--- src/rtl/button_code_lock_pkg.sv ---
// Shared types for the button combination lock: FSM states, press symbols, default code.
// Latency: n/a (types and a combinational decode helper); backpressure: n/a.
package button_code_lock_pkg;

    typedef enum logic [2:0] {
        IDLE    = 3'd0,
        ENTRY   = 3'd1,
        FAIL    = 3'd2,
        OPEN    = 3'd3,
        LOCKOUT = 3'd4
    } lock_state_t;

    typedef logic [1:0] sym_t;

    typedef struct packed {
        logic vld;
        sym_t sym;
    } press_t;

    // Symbol 0 in the low bits is entered first: sequence 0,1,2,3.
    localparam logic [13:0] DEFAULT_CODE = 14'b00_0000_11_10_01_00;

    // Only a strictly one-hot pulse set is a press; chords are dropped.
    function automatic press_t decode_press(input logic [3:0] x);
        press_t p;
        p.vld = 1'b1;
        p.sym = 2'd0;
        case (x)
            4'b0001: p.sym = 2'd0;
            4'b0010: p.sym = 2'd1;
            4'b0100: p.sym = 2'd2;
            4'b1000: p.sym = 2'd3;
            default: p.vld = 1'b0;
        endcase
        return p;
    endfunction

endpackage

--- src/rtl/button_code_lock_timer.sv ---
// Shared down-counter timer; expired is high while active and count <= 1 (a load of 0 expires at once).
// Latency: expired rises N cycles after a load of N; backpressure: none, load wins over clear/expiry.
module lock_timer #(
    parameter int TMR_W = 24
) (
    input  logic             sysclk,
    input  logic             reset,
    input  logic             load,
    input  logic [TMR_W-1:0] load_val,
    input  logic             clear,
    output logic             expired
);

    logic [TMR_W-1:0] count;
    logic             active;

    assign expired = active && (count <= TMR_W'(1));

    always_ff @(posedge sysclk) begin
        if (reset) begin
            count  <= '0;
            active <= 1'b0;
        end else if (load) begin
            count  <= load_val;
            active <= 1'b1;
        end else if (clear || expired) begin
            count  <= '0;
            active <= 1'b0;
        end else if (active) begin
            count  <= count - TMR_W'(1);
        end
    end

endmodule

--- src/rtl/button_code_lock.sv ---
// Combination lock over one-hot debounced button pulses with fail counting and timed lockout.
// Latency: all outputs registered, a press at t is visible at t+1; backpressure: none, presses outside IDLE/ENTRY are dropped.
module button_code_lock
    import button_code_lock_pkg::*;
#(
    parameter int               CODE_LEN      = 4,
    parameter logic [13:0]      CODE          = DEFAULT_CODE,
    parameter int               MAX_FAIL      = 3,
    parameter int               TMR_W         = 24,
    parameter logic [TMR_W-1:0] ENTRY_TIMEOUT = TMR_W'(10_000_000),
    parameter logic [TMR_W-1:0] OPEN_TIME     = TMR_W'(15_000_000),
    parameter logic [TMR_W-1:0] LOCKOUT_TIME  = TMR_W'(16_000_000)
) (
    input  logic                                sysclk,
    input  logic                                reset,
    input  logic                                X0_deb,
    input  logic                                X1_deb,
    input  logic                                X2_deb,
    input  logic                                X3_deb,
    input  logic                                lock_req,
    output logic                                unlocked,
    output logic                                locked_out,
    output logic                                err_pulse,
    output logic [$clog2(CODE_LEN+1)-1:0]       digits_entered,
    output logic [$clog2(MAX_FAIL+1)-1:0]       fail_count
);

    localparam int DW = $clog2(CODE_LEN + 1);
    localparam int FW = $clog2(MAX_FAIL + 1);
    localparam logic [DW-1:0] LAST_IDX   = DW'(CODE_LEN - 1);
    localparam logic [FW:0]   MAX_FAIL_W = (FW + 1)'(MAX_FAIL);

    lock_state_t      state, next_state;
    press_t           press;
    sym_t             exp_sym;
    logic             match_q, match_n, cur_match;
    logic             err_n;
    logic [DW-1:0]    digits_n;
    logic [FW-1:0]    fail_n;
    logic [FW:0]      fail_inc;
    logic             tmr_load, tmr_clear, tmr_expired;
    logic [TMR_W-1:0] tmr_val;

    assign press    = decode_press({X3_deb, X2_deb, X1_deb, X0_deb});
    assign fail_inc = {1'b0, fail_count} + (FW + 1)'(1);

    lock_timer #(.TMR_W(TMR_W)) u_timer (
        .sysclk   (sysclk),
        .reset    (reset),
        .load     (tmr_load),
        .load_val (tmr_val),
        .clear    (tmr_clear),
        .expired  (tmr_expired)
    );

    always_comb begin
        exp_sym = '0;
        for (int i = 0; i < CODE_LEN; i++) begin
            if (digits_entered == DW'(i)) exp_sym = CODE[2*i +: 2];
        end
    end

    // digits_entered is 0 in IDLE, so IDLE and ENTRY share one press path.
    assign cur_match = ((state == IDLE) ? 1'b1 : match_q) && (press.sym == exp_sym);

    always_comb begin
        next_state = state;
        digits_n   = digits_entered;
        fail_n     = fail_count;
        match_n    = match_q;
        err_n      = 1'b0;
        tmr_load   = 1'b0;
        tmr_clear  = 1'b0;
        tmr_val    = '0;
        case (state)
            IDLE, ENTRY: begin
                if (press.vld) begin
                    match_n = cur_match;
                    if (digits_entered == LAST_IDX) begin
                        digits_n = '0;
                        if (cur_match) begin
                            next_state = OPEN;
                            fail_n     = '0;
                            tmr_load   = 1'b1;
                            tmr_val    = OPEN_TIME;
                        end else if (fail_inc < MAX_FAIL_W) begin
                            next_state = FAIL;
                            fail_n     = fail_inc[FW-1:0];
                            err_n      = 1'b1;
                            tmr_clear  = 1'b1;
                        end else begin
                            next_state = LOCKOUT;
                            fail_n     = FW'(MAX_FAIL);
                            err_n      = 1'b1;
                            tmr_load   = 1'b1;
                            tmr_val    = LOCKOUT_TIME;
                        end
                    end else begin
                        next_state = ENTRY;
                        digits_n   = digits_entered + DW'(1);
                        tmr_load   = 1'b1;
                        tmr_val    = ENTRY_TIMEOUT;
                    end
                end else if (state == ENTRY && tmr_expired) begin
                    next_state = IDLE;
                    digits_n   = '0;
                    tmr_clear  = 1'b1;
                end
            end
            FAIL: begin
                next_state = IDLE;
            end
            OPEN: begin
                if (lock_req || tmr_expired) begin
                    next_state = IDLE;
                    tmr_clear  = 1'b1;
                end
            end
            LOCKOUT: begin
                if (tmr_expired) begin
                    next_state = IDLE;
                    fail_n     = '0;
                    tmr_clear  = 1'b1;
                end
            end
            default: begin
                next_state = IDLE;
                digits_n   = '0;
                tmr_clear  = 1'b1;
            end
        endcase
    end

    always_ff @(posedge sysclk) begin
        if (reset) begin
            state          <= IDLE;
            match_q        <= 1'b0;
            unlocked       <= 1'b0;
            locked_out     <= 1'b0;
            err_pulse      <= 1'b0;
            digits_entered <= '0;
            fail_count     <= '0;
        end else begin
            state          <= next_state;
            match_q        <= match_n;
            unlocked       <= (next_state == OPEN);
            locked_out     <= (next_state == LOCKOUT);
            err_pulse      <= err_n;
            digits_entered <= digits_n;
            fail_count     <= fail_n;
        end
    end

endmodule

--- config.mk ---
export PLATFORM = sky130hd
export DESIGN_NAME = button_code_lock
export DESIGN_NICKNAME = d
export VERILOG_FILES = /design/src/rtl/button_code_lock_pkg.sv /design/src/rtl/button_code_lock_timer.sv /design/src/rtl/button_code_lock.sv
export SDC_FILE = /design/constraint.sdc
export NUM_CORES = 1
export LEC_CHECK = 0
export BUFFER_PORTS_ARGS = -buffer_cell sky130_fd_sc_hd__buf_2
export CORE_ASPECT_RATIO = 2
export CORE_MARGIN = 4
export CORE_UTILIZATION = 45
export CTS_CLUSTER_SIZE = 24
export DETAILED_ROUTE_END_ITERATION = 12
export HOLD_SLACK_MARGIN = 0.03
export MAX_ROUTING_LAYER = met4
export SLEW_MARGIN = 20
export SYNTH_ARGS = -nofsm -noshare
export SYNTH_HDL_FRONTEND = slang
export SYNTH_HIERARCHICAL = 1
export SYNTH_SLANG_ARGS = --single-unit
--- constraint.sdc ---
create_clock -name sysclk -period 9.97 [get_ports sysclk]
set_clock_uncertainty 0.05 [all_clocks]
set_input_delay 0.997 -clock sysclk [delete_from_list [all_inputs] [get_ports sysclk]]
set_output_delay 0.997 -clock sysclk [all_outputs]
set_load 0.03 [all_outputs]
==> After elaboration in Yosys (flattened, before gate mapping) <==
Cells that the tools add are included.
{ "op_classes": {"addsub": 3, "bitwise": 4, "magnitude_cmp": 2, "muxes": 48, "n_eq_ne": 18, "reduce_logical": 16} }
{ "op_table": {"columns": ["operator", "count"], "rows": [
  ["two-way mux 24 bit", 8],
  ["two-way mux 3 bit", 10],
  ["<= comparator 24 x 1 -> 1 bit (second input constant)", 1],
  ["subtractor 24 x 1 -> 24 bit (second input constant)", 1],
  ["two-way mux 1 bit", 18],
  ["equality test 3 x 2 -> 1 bit (second input constant)", 5],
  ["two-way mux 2 bit", 7],
  ["one-hot mux 3 bit (3 select lines)", 1],
  ["OR reduction 4 bit", 2],
  ["equality test 3 x 1 -> 1 bit (second input constant)", 2],
  ["equality test 3 bit (second input constant)", 2],
  ["inequality test 2 bit (second input constant)", 3],
  ["one-hot mux 2 bit (3 select lines)", 1],
  ["one-hot mux 3 bit (2 select lines)", 1],
  ["equality test 4 x 1 -> 1 bit (second input constant)", 1],
  ["equality test 4 x 2 -> 1 bit (second input constant)", 1],
  ["equality test 4 x 3 -> 1 bit (second input constant)", 1],
  ["equality test 4 bit (second input constant)", 1],
  ["inverter 1 bit", 4],
  ["one-hot mux 1 bit (4 select lines)", 1],
  ["one-hot mux 2 bit (2 select lines)", 1],
  ["AND reduction 2 bit", 2],
  ["AND reduction 4 bit", 1],
  ["nonzero test 2 bit", 2],
  ["other kinds (11)", 14]
]} }
{ "word_totals": {"input_bits": 7, "reg_bits": 37, "wordCells": 100, "output_inout_bits": 8} }

==> Logic depth before layout (Yosys ltp) <==
Gate-level depths: netlist of run 1.
{ "logic_depth": {"ltp_word": 13, "ltp_mapped": 13, "ltp_nobuf": 13} }

==> Modules after synthesis <==
Netlist of run 1, hierarchy kept.
{ "modules_own_cells": {"columns": ["mod", "cells_per_inst", "n_inst", "area_per_inst_um2", "seq_area_each_um2"], "rows": [
  ["lock_timer", 215, 1, 1609.0, 500.5],
  ["button_code_lock", 100, 1, 780.7, 240.2]
]} }

==> Least setup slack after synthesis of run 1 <==
Ideal clock, no wire load.
{ "synth_timing": {"path_type": "input -> register", "from": "input X1_deb", "to": "register u_timer.count[22]", "cell_stages": 11, "path_slack_ns": 6.704, "t_required_ns": 9.825, "setup_time_ns": 0.095, "t_arrival_ns": 3.120, "n_path_buf": 2, "cell_sequence": "nor4b_1 > a211oi_1 > or3_1 > buf_2 > o211a_2 > o41ai_2 > nor2_1 > nand2_1 > clkbuf_1 > nand3b_1 > a221oi_1"} }
{ "synth_via": {"elab_chain_cells": 11, "elab_cells_between_ends": 25, "classes_between": "eq/ne: 5; mux: 16; reduce/logical: 4"} }
{ "synth_rtl": {"columns": ["element", "line", "rtl"], "rows": [
  ["start, declared", "button_code_lock.sv:17", "input logic X1_deb,"],
  ["equality test 4 bit, or another cell as far along", "button_code_lock_pkg.sv:28", "case (x)"],
  ["one-hot mux 2 bit (3 select lines)", "button_code_lock_pkg.sv:28", null],
  ["equality test 2 bit", "button_code_lock.sv:64", "assign cur_match = ((state == IDLE) ? 1'b1 : match_q) && (press.sym == exp_sym);"],
  ["logical AND 1 bit", "button_code_lock.sv:64", null],
  ["two-way mux 1 bit", "button_code_lock.sv:81", "if (cur_match) begin"],
  ["two-way mux 1 bit", "button_code_lock.sv:79", "if (digits_entered == LAST_IDX) begin"],
  ["two-way mux 1 bit (*)", "button_code_lock.sv:77", "if (press.vld) begin"],
  ["one-hot mux 1 bit (4 select lines) (*)", "button_code_lock.sv:75", "case (state)"],
  ["via tmr_clear", "button_code_lock.sv:41", "logic tmr_load, tmr_clear, tmr_expired;"],
  ["logical OR 1 bit (*)", "button_code_lock_timer.sv:26", "end else if (clear || expired) begin"],
  ["two-way mux 24 bit", "button_code_lock_timer.sv:26", null],
  ["two-way mux 24 bit", "button_code_lock_timer.sv:23", "end else if (load) begin"],
  ["end signal, assigned", "button_code_lock_timer.sv:24", "count <= load_val;"],
  ["end signal, assigned", "button_code_lock_timer.sv:30", "count <= count - TMR_W'(1);"],
  ["end, declared", "button_code_lock_timer.sv:14", "logic [TMR_W-1:0] count;"]
]} }
Mark *: on every way through the listed nets, which the timed path passes. The rest lies on a longest branch.
A chain may end at the register's enable or synchronous reset.

==> Final worst setup path of run 1 <==
{ "layout_timing": {"from": "register u_timer.active", "to": "register u_timer.count[19]"} }
{ "layout_via": {"elab_chain_cells": 8, "elab_cells_between_ends": 12, "classes_between": "mux: 7; reduce/logical: 5"} }
{ "layout_rtl": {"columns": ["element", "line", "rtl"], "rows": [
  ["start, declared", "button_code_lock_timer.sv:15", "logic active;"],
  ["start signal, assigned", "button_code_lock_timer.sv:22", "active <= 1'b0;"],
  ["start signal, assigned", "button_code_lock_timer.sv:25", "active <= 1'b1;"],
  ["start signal, assigned", "button_code_lock_timer.sv:28", "active <= 1'b0;"],
  ["logical AND 1 bit (*)", "button_code_lock_timer.sv:17", "assign expired = active && (count <= TMR_W'(1));"],
  ["via tmr_expired", "button_code_lock.sv:41", null],
  ["logical AND 1 bit", "button_code_lock.sv:104", "end else if (state == ENTRY && tmr_expired) begin"],
  ["two-way mux 1 bit", "button_code_lock.sv:104", null],
  ["two-way mux 1 bit", "button_code_lock.sv:77", null],
  ["one-hot mux 1 bit (4 select lines) (*)", "button_code_lock.sv:75", null],
  ["via tmr_clear", "button_code_lock.sv:41", null],
  ["logical OR 1 bit (*)", "button_code_lock_timer.sv:26", null],
  ["two-way mux 24 bit", "button_code_lock_timer.sv:26", null],
  ["two-way mux 24 bit", "button_code_lock_timer.sv:23", null]
]} }
Marked as above.

==> impl_metrics.ini, run 1 <==
[yosys]
synth-async-reset-ratio_pct = 0
netlist_instances = 315
yosys_warnings = 6
ys_ff_latch = 37
ys_dominant_reg_cell = dfxtp_1
synth_area_um2 = 2390
synth_edf_count = 0
synth_cell_types = 62
avgSynthCellArea_um2 = 7.587
yosysSeqAreaShare_pct = 30.99

[routing]
routed_wl_mm = 6.516
route.vias.total = 2409
drt_iter0_markers = 183
routed_via_density = 6.209
drc_errors = 0
wl_per_cell_um = 16.79
first_pass_iters = 4
detail-route-antenna-nets = 0

[die]
coreArea_um2 = 5139
start_util_pct = 46.51
fp.dieW_um = 59.53
rows = 37
die_area_um2 = 6611
chipHeight_um = 111.1
ios = 15

[worst_hold_path]
hold_start = fail_count[0]
hold_depth = 2
hold_end = fail_count[0]
hp-class = flop to flop

[power_and_ir_drop]
power_mw = 0.5188
leakage_nw = 0.9906
p_per_area_nw_per_um2 = 198.4
irDropWorstVdd_mv = 0.1262

[setup_path]
cp.required_ns = 10.15
reg2regPathDepth = 11
crit_type = flop to flop
cp_max_fo = 24
cp.arrival_ns = 4.56
startpoint_type = flop
endpoint_kind = flop
r2r_slack_ns = 5.59
reg2reg_to = u_timer/count[19]
r2r_start = u_timer/active

[sta]
slew_headroom_pct = 42.10
slew_violations = 0
fin_setup_tns_ns = 0
fin_crit_ns = 4.382
finalSetupViolCount = 0
hold_violations = 0
max_freq_mhz = 228.2
period_share_pct = 43.95
tightestPinTransition_ns = 0.8665
setup_ws_ns = 5.588
grt_setup_unrepaired = false

[placed_design]
dp_hpwl_mm = 4.581
io_buffers = 14
gp_congestion = 0.9106
post-place-ws_ns = 5.529

[clock_network]
clk_path_buf_depth = 2
cts_resized = 0
cts-hold-fix-buffers = 0
clockRootBuffer = clkbuf_8
cts_tree = built
clk_pin_slew_ns = 0.08
cts_setup_buffers = 0
cts.sinks = 37
cts.htree.levels = 2
clock_latency_ns = 0.30
cts_buffers = 5

[global_routing]
grt_pass1_vias = 2318
grt_max_degree = 35
antenna_found_initial = 0
grt_usage_pct = 21.63
grt_overflow = 0
grt_pass1_wl_mm = 11.08

[cells_and_area]
antenna_cells = 0
nNetsFinal = 341
layout_common_cells = 42 x nand2_1, 37 x dfxtp_1, 35 x nor2_1
areaGrowthSynthToFinish_pct = 9.424
drive_gt1_share_pct = 11.52
layout_commonest_cell = nand2_1

[status]
outcome = completed

[flow_run]
maxCapViolations = 0
[cell usage after synthesis, types with 3 or more instances]
cell type  instances  area share, %
nand2_1           42            6.6
dfxtp_1           37             31
nor2_1            35            5.5
a21oi_1           29            6.1
a211oi_1          16            5.0
nor3_1            14            2.9
o21ai_0           13            2.7
clkbuf_1           9            1.4
o31ai_1            9            2.8
inv_1              8            1.3
nand4_1            7            1.8
buf_2              6            1.3
a22oi_1            5            1.6
ha_1               5            2.6
a21o_1             4            1.3
nand2b_1           4            1.0
nand3_1            4           0.84
nand3b_1           4            1.3
nor2b_1            3           0.79
nor4b_1            3            1.1
or3_1              3           0.79
xnor2_1            3            1.1
[per-layer routing]
metal  GRT usage (%)  vias to the layer above  wire, µm  part of all wire, %
li1                -                     1183         -                    -
met1           23.21                     1160      2492                   38
met2           38.79                       54      3703                   57
met3           2.564                       12       206                  3.2
met4           7.840                        0       114                  1.7
met5               -                        -         0                    0
[power by group]
part,total [mW],internal [mW],switching [mW]
sequential,0.188,0.164,0.0237
combinational,0.192,0.0720,0.120
clock,0.139,0.0816,0.0569
[state kept, by name, indices dropped and copies added (netlist names)]
name            count
locked_out          1
u_timer/count      24
digits_entered      3
unlocked            1
state               3
match_q             1
u_timer/active      1
err_pulse           1
fail_count          2
[per-stage QoR]
stage               cells  util, %  area (µm²)  hold slack (ns)
finish                388    50.89        2615           0.4575
global route          388    50.89        2615           0.5200
CTS                   388    50.89        2615           0.4625
detailed placement    380    48.62        2499           0.4502
global placement      380    48.62        2499           0.4412
floorplan             325        -        2427           0.4145
[cells by family after synthesis]
group,count (synthesis),synth area share (%)
and+or+nand+nor,137,29.63
AOI/OAI and AO/OA,101,28.95
DFF,37,30.99
buffers and inverters,27,4.869
adders and majority gates,5,2.618
xor gates and xnor gates,4,1.466
muxes,3,1.309
other,1,0.1569
[worst max-delay path, stage by stage (launching register included)]
cell	delay [ns]
dfxtp_1	0.72
or3b_1	0.46
or2_1	0.28
nor3_1	0.59
nand2_1	0.11
o211a_2	0.30
o41ai_2	0.31
nor2_1	0.10
nand2_1	0.67
a41oi_1	0.22
a311o_1	0.37
a21oi_1	0.13
[how the worst max path moves through the flow]
| stage | slack [ns] | depth (start not counted) | to | startpoint |
|---|---|---|---|---|
| final | 5.59 | 11 | u_timer/count[19] | u_timer/active |
| after global routing | 5.33 | 11 | u_timer/count[19] | u_timer/active |
| after CTS | 5.63 | 11 | u_timer/count[19] | u_timer/active |
| after detailed placement | 5.53 | 13 | u_timer/count[19] | X3_deb |
| after global placement | 5.57 | 13 | u_timer/count[19] | X3_deb |
| after floorplan | 6.70 | 11 | u_timer/count[22] | X1_deb |
[final cells by class]
type	count	area (µm²)
clock buffers	7	86.33
clock inverters	1	30.03
fillers	523	2524
inverters	9	33.78
multi-input cells	261	1574
flip-flops and latches	37	740.7
well taps	58	72.57
repair buffers	15	77.57
Note: power is estimated with default switching activity, not from simulation.
==> run 2, diff against run 1 <==
--- a/config.mk
+++ b/config.mk
@@ -5,6 +5,7 @@
 export SDC_FILE = /design/constraint.sdc
 export NUM_CORES = 1
 export LEC_CHECK = 0
+export ABC_AREA = 1
 export BUFFER_PORTS_ARGS = -buffer_cell sky130_fd_sc_hd__buf_2
 export CORE_ASPECT_RATIO = 2
 export CORE_MARGIN = 4
==> constraint.sdc (replaced) <==
create_clock -name sysclk -period 3.68 [get_ports sysclk]
set_clock_uncertainty 0.05 [all_clocks]
set_input_delay 0.368 -clock sysclk [delete_from_list [all_inputs] [get_ports sysclk]]
set_output_delay 0.368 -clock sysclk [all_outputs]
set_load 0.03 [all_outputs]
==> run 2 against run 1 <==
  * Die area rose by 13%
  * Via count rose by 19%
  * Synthesized cell count is 47% higher
  * Sequential power increased to 2.6 times the previous value
  * Sequential share of layout area shrank 4.1 points
  * Combinational power grew to 2.7 times the previous value
  * Sequential cell count is the same
  * Largest power group unchanged
==> impl_metrics.ini, run 2 <==
[worst_hold_path]
hold_depth = 4
hp-class = primary input to flop

[clock_network]
clk_path_buf_depth = 2
cts_setup_buffers = 0
cts.htree.levels = 2
cts_resized = 0
cts.sinks = 37
clock_latency_ns = 0.29
cts_tree = built
cts_buffers = 5
clockRootBuffer = clkbuf_16
cts-hold-fix-buffers = 0
clk_pin_slew_ns = 0.06

[cells_and_area]
antenna_cells = 0
largest-register = u_timer/count
areaGrowthSynthToFinish_pct = 11.33
nNetsFinal = 495
drive_gt1_share_pct = 13.64
layout_commonest_cell = nand2_1
final_cells = 547
largest_reg_flops = 24
largestRegisters = u_timer/count x24, digits_entered x3, state x3
fin_area_um2 = 3062
layout_common_cells = 129 x nand2_1, 61 x inv_1, 52 x nor2_1
final_core_util_pct = 51.41

[sta]
whs_ns = 0.3516
slew_violations = 0
fin_setup_tns_ns = 0
grt_setup_unrepaired = false
tightestPinTransition_ns = 0.7357
period_share_pct = 81.92
max_freq_mhz = 331.7
hold_violations = 0
setup_ws_ns = 0.6652
fin_crit_ns = 3.015
finalSetupViolCount = 0
slew_headroom_pct = 50.82

[die]
start_util_pct = 46.18
rows = 40
fp.dieW_um = 63.28
chipHeight_um = 118.6
coreArea_um2 = 5956
ios = 15
die_area_um2 = 7502

[placed_design]
dp_hpwl_mm = 5.783
post-place-ws_ns = 0.6695
post_dp_cell_area_um2 = 2890
io_buffers = 14
post-place-cells = 539
gp_congestion = 0.9233

[yosys]
ys_top_cells_by_count = 129 x nand2_1, 61 x inv_1, 52 x nor2_1
synth_cell_types = 30
ys_ff_latch = 37
ys_dominant_reg_cell = dfxtp_1
synth_compound_area_share_pct = 15.51
yosys.area.top_type_share_pct = 26.93
synth-xor-area-share_pct = 0.6369
avgSynthCellArea_um2 = 5.953
netlist_instances = 462
synth_top_family_by_area = simple AND/OR/NAND/NOR gates
synth_top_cell_by_area = dfxtp_1
synthSimpleGateAreaFrac_pct = 42.99
synth_edf_count = 0
synth_adder_area_share_pct = 2.275
yosys_warnings = 6
yosysSeqAreaShare_pct = 26.93
synth-async-reset-ratio_pct = 0
synth_most_common_cell = nand2_1
synth_area_um2 = 2750
synthMuxAreaShare_pct = 0
synthTopCellsByArea = dfxtp_1 27%, nand2_1 18%, inv_1 8.3%

[global_routing]
grt_pass1_wl_mm = 12.77
grt_usage_pct = 22.48
grt_pass1_vias = 2789
grt_max_degree = 26
grt_overflow = 0
antenna_found_initial = 0

[power_and_ir_drop]
irDropWorstVdd_mv = 0.4181
leakage_nw = 1.474
p_per_area_nw_per_um2 = 493.3
power.switching_mw = 0.5862
power_mw = 1.510
power_frac_seq_pct = 32.7
clkPwrFrac_pct = 33.5
p_int_mw = 0.9242
p_comb_share_pct = 33.8
p_sw_share_pct = 38.81

[setup_path]
startpoint_type = flop
cp.required_ns = 3.81
crit_type = flop to flop
cp.arrival_ns = 3.14
reg2regPathDepth = 17
endpoint_kind = flop
cp_max_fo = 21

[routing]
routed_via_density = 5.229
detail-route-antenna-nets = 0
first_pass_iters = 4
wl_per_cell_um = 13.73
routed_wl_mm = 7.512
drc_errors = 0
drt_iter0_markers = 137
route.vias.total = 2860

[status]
outcome = completed

[flow_run]
maxCapViolations = 0
[run 2: cell count changes after synthesis, moves of 8 or more]
cell,change
nand2_1,+87
inv_1,+53
nand3_1,+26
o21ai_0,+24
nor2_1,+17
a211oi_1,-16
nand2_2,+11
a21oi_1,+10
nor3_1,-10
o31ai_1,-9
nor2_2,+8
nor2_4,+8
[run 2: power groups by stage]
stage / sequential (mW) / clock [mW] / combinational [mW]
after CTS: 0.493 / 0.517 / 0.511
after global routing: 0.499 / 0.532 / 0.590
final: 0.494 / 0.506 / 0.511
after floorplan: 0.489 / 0 / 0.399
after detailed placement: 0.501 / 0 / 0.510
after global placement: 0.501 / 0 / 0.505
[run 2: cell families after synthesis]
kind of cell,Yosys count
buffers and inverters,78
flip-flops,37
XOR/XNOR,2
AO/OA/AOI/OAI,81
adder cells (fa/ha/maj),5
other,1
AND/OR/NAND/NOR,258
[run 2: path summary, 6_finish.rpt]
kind | startpoint | end | slack, ns
hold / removal | lock_req | state[1] | 0.35
setup / recovery | digits_entered[0] | u_timer/count[1] | 0.67
setup reg to reg | digits_entered[0] | u_timer/count[1] | 0.67
hold reg to reg | match_q | match_q | 0.41
[run 2: layout make-up]
type	instances	area [µm²]
Inverter	66	247.7
Timing Repair Buffer	18	100.1
Multi-Input combinational cell	355	1723
Clock buffer	5	125.1
Clock inverter	3	46.29
Fill cell	658	2894
Tap cell	63	78.83
Sequential cell	37	740.7
[run 2: worst max-delay path, cell delays in order, from the launching register on]
cell and delay, ns:
dfxtp_1 0.37, inv_1 0.10, ha_1 0.23, nor2_1 0.15, nand2_1 0.07, nand2_1 0.05
nand2_1 0.08, nand2_2 0.13, nor2_4 0.06, nor2_1 0.12, nand2_1 0.09, nand2_1 0.09
inv_1 0.05, inv_1 0.10, nand3_1 0.54, buf_4 0.41, o21ai_0 0.16, a21oi_1 0.06
[run 2: routing by layer]
| metal | track usage, % | up-vias | wire (µm) |
|---|---|---|---|
| met2 | 40.24 | 52 | 4061 |
| met1 | 21.36 | 1280 | 2758 |
| met3 | 3.327 | 30 | 194 |
| met4 | 15.97 | 0 | 499 |
| li1 | - | 1498 | - |
| met5 | - | - | 0 |
==> run 3, diff against run 2 <==
--- a/config.mk
+++ b/config.mk
@@ -5,7 +5,7 @@
 export SDC_FILE = /design/constraint.sdc
 export NUM_CORES = 1
 export LEC_CHECK = 0
-export ABC_AREA = 1
+export ABC_AREA = 0
 export BUFFER_PORTS_ARGS = -buffer_cell sky130_fd_sc_hd__buf_2
 export CORE_ASPECT_RATIO = 2
 export CORE_MARGIN = 4
==> constraint.sdc (replaced) <==
create_clock -name sysclk -period 2.85 [get_ports sysclk]
set_clock_uncertainty 0.05 [all_clocks]
set_input_delay 0.285 -clock sysclk [delete_from_list [all_inputs] [get_ports sysclk]]
set_output_delay 0.285 -clock sysclk [all_outputs]
set_load 0.03 [all_outputs]
==> run 3 against run 2 <==
  * Final cell count shrank 23%
  * Sequential cell count is the same
  * Global-route usage grew 0.51 points
  * Non-clock buffer count grew 30
  * Wire length shrank 6.6%
  * Critical path depth shrank 5
  * First-iteration DRC count grew 12%
  * Via count shrank 12%
  * Final area shrank 1.2%
  * Combinational power grew 79%
  * Power grew 35%
  * Die area shrank 12%
  * Largest cell class unchanged
  * Highest routed layer unchanged
==> impl_metrics.ini, run 3 (synthesis gave the netlist of run 1 again) <==
[setup_path]
cp_max_fo = 8
cp.arrival_ns = 2.96
path_buf_inv = 1
cp.required_ns = 3.03
endpoint_kind = flop
cp_common_cell = nor2_2
path_cells = or4_4, or2_4, nor3_4, nand2_1, o211a_4, o41ai_4, nor2_2, nand2_2, buf_6, nor2_2, a211o_1, nor3_1
slowest_delay_ns = 0.54
cp_slowest_cell = or4_4
cp_top_family = simple AND/OR/NAND/NOR gates
startpoint_type = flop
crit_type = flop to flop

[die]
rows = 37
coreArea_um2 = 5139
ios = 15
die_area_um2 = 6611
chipHeight_um = 111.1
start_util_pct = 46.51
fp.dieW_um = 59.53

[routing]
routed_via_density = 6.002
drc_errors = 0
routed_wl_mm = 7.019
route.vias.total = 2527
drt_iter0_markers = 153
first_pass_iters = 4
wl_per_cell_um = 16.67
detail-route-antenna-nets = 0

[sta]
period_share_pct = 97.54
tightestPinTransition_ns = 0.6926
hold_violations = 0
finalSetupViolCount = 0
grt_setup_unrepaired = true
max_freq_mhz = 359.7
slew_headroom_pct = 53.43
slew_violations = 0
fin_crit_ns = 2.780

[placed_design]
gp_congestion = 0.9463
io_buffers = 14
dp_hpwl_mm = 5.201

[cells_and_area]
largestRegisters = u_timer/count x24, digits_entered x3, state x3
layout_common_cells = 41 x nand2_1, 32 x dfxtp_1, 31 x nor2_1
antenna_cells = 0
num-fill-cells = 524
largest_reg_flops = 24
seq_area_um2 = 749.5
layout_commonest_cell = nand2_1
largest-register = u_timer/count
nNetsFinal = 374
final_core_util_pct = 58.85
multi_input_area_um2 = 1697
drive_gt1_share_pct = 26.45
areaGrowthSynthToFinish_pct = 26.54

[status]
outcome = completed

[power_and_ir_drop]
power_mw = 2.045
p_per_area_nw_per_um2 = 676.3
power_frac_seq_pct = 31.4
power.switching_mw = 0.7861
clkPwrFrac_pct = 23.8
leakage_nw = 1.202
irDropWorstVdd_mv = 0.4097
p_comb_share_pct = 44.8
p_int_mw = 1.259
p_sw_share_pct = 38.43

[global_routing]
grt_overflow = 0
grt_pass1_wl_mm = 11.50
antenna_found_initial = 0
grt_pass1_vias = 2505
grt_max_degree = 27
grt_usage_pct = 22.98

[clock_network]
cts.sinks = 37
clockRootBuffer = clkbuf_8
clk_pin_slew_ns = 0.08
cts-hold-fix-buffers = 0
clk_path_buf_depth = 2
cts.htree.levels = 2
clock_latency_ns = 0.30
cts_tree = built
cts_buffers = 5

[worst_hold_path]
hp-class = primary input to flop

[flow_run]
maxCapViolations = 0
[run 3: final cells by class]
| type | instances | area share, % |
|---|---|---|
| Timing Repair Buffer | 48 | 11.63 |
| Sequential cell | 37 | 24.78 |
| Tap cell | 58 | 2.400 |
| Clock inverter | 2 | 1.241 |
| Multi-Input combinational cell | 261 | 56.10 |
| Clock buffer | 6 | 2.731 |
| Inverter | 9 | 1.117 |
[run 3: worst paths after layout]
check	startpoint	end	slack [ns]	depth (start not counted)
worst min register to register	fail_count[0]	fail_count[0]	0.46	2
worst min-delay path	reset	u_timer/active	0.30	2
worst max register to register	u_timer/count[16]	u_timer/count[18]	0.07	12
worst max-delay path	u_timer/count[16]	u_timer/count[18]	0.07	12
[run 3: power groups by stage]
stage               Clock, mW  Combinational (mW)  Sequential (mW)
floorplan                   0               0.566            0.644
global placement            0               0.828            0.651
detailed placement          0               0.831            0.651
CTS                     0.508               0.848            0.640
global route            0.524                1.01            0.649
finish                  0.487               0.915            0.643
[run 3: worst reg2reg max path, stage by stage, from the launching register on]
cell and delay (ns):
dfxtp_4 0.35, or4_4 0.54, or2_4 0.27, nor3_4 0.14
nand2_1 0.08, o211a_4 0.25, o41ai_4 0.22, nor2_2 0.10
nand2_2 0.13, buf_6 0.15, nor2_2 0.04, a211o_1 0.26
nor3_1 0.12
[run 3: layer usage]
metal	GRT usage (%)	share of wire, %
met3	3.263	2.5
met4	10.36	2.4
met1	21.13	37
met5	-	0
met2	43.46	58
[run 3: stage by stage]
step	TNS (ns)	instance area [µm²]	hold slack [ns]	cells	worst slack, ns
5_1_grt	-0.03394	3024	0.3177	421	-0.03180
3_3_place_gp	-0.01346	2764	0.4292	409	-0.006501
6_report	0	3024	0.3041	421	0.07019
2_1_floorplan	0	2479	0.4145	325	0.03279
3_5_place_dp	-0.2033	2764	0.4456	409	-0.04145
4_1_cts	-0.007307	2899	0.2813	417	-0.007307
[run 3: timing repair]
| item | CTS | global route |
|---|---|---|
| setup endpoints to repair | 16 | 24 |
| gates resized for setup | 4 | 25 |
| pin swaps | 2 | 15 |
| setup buffers | 0 | 4 |
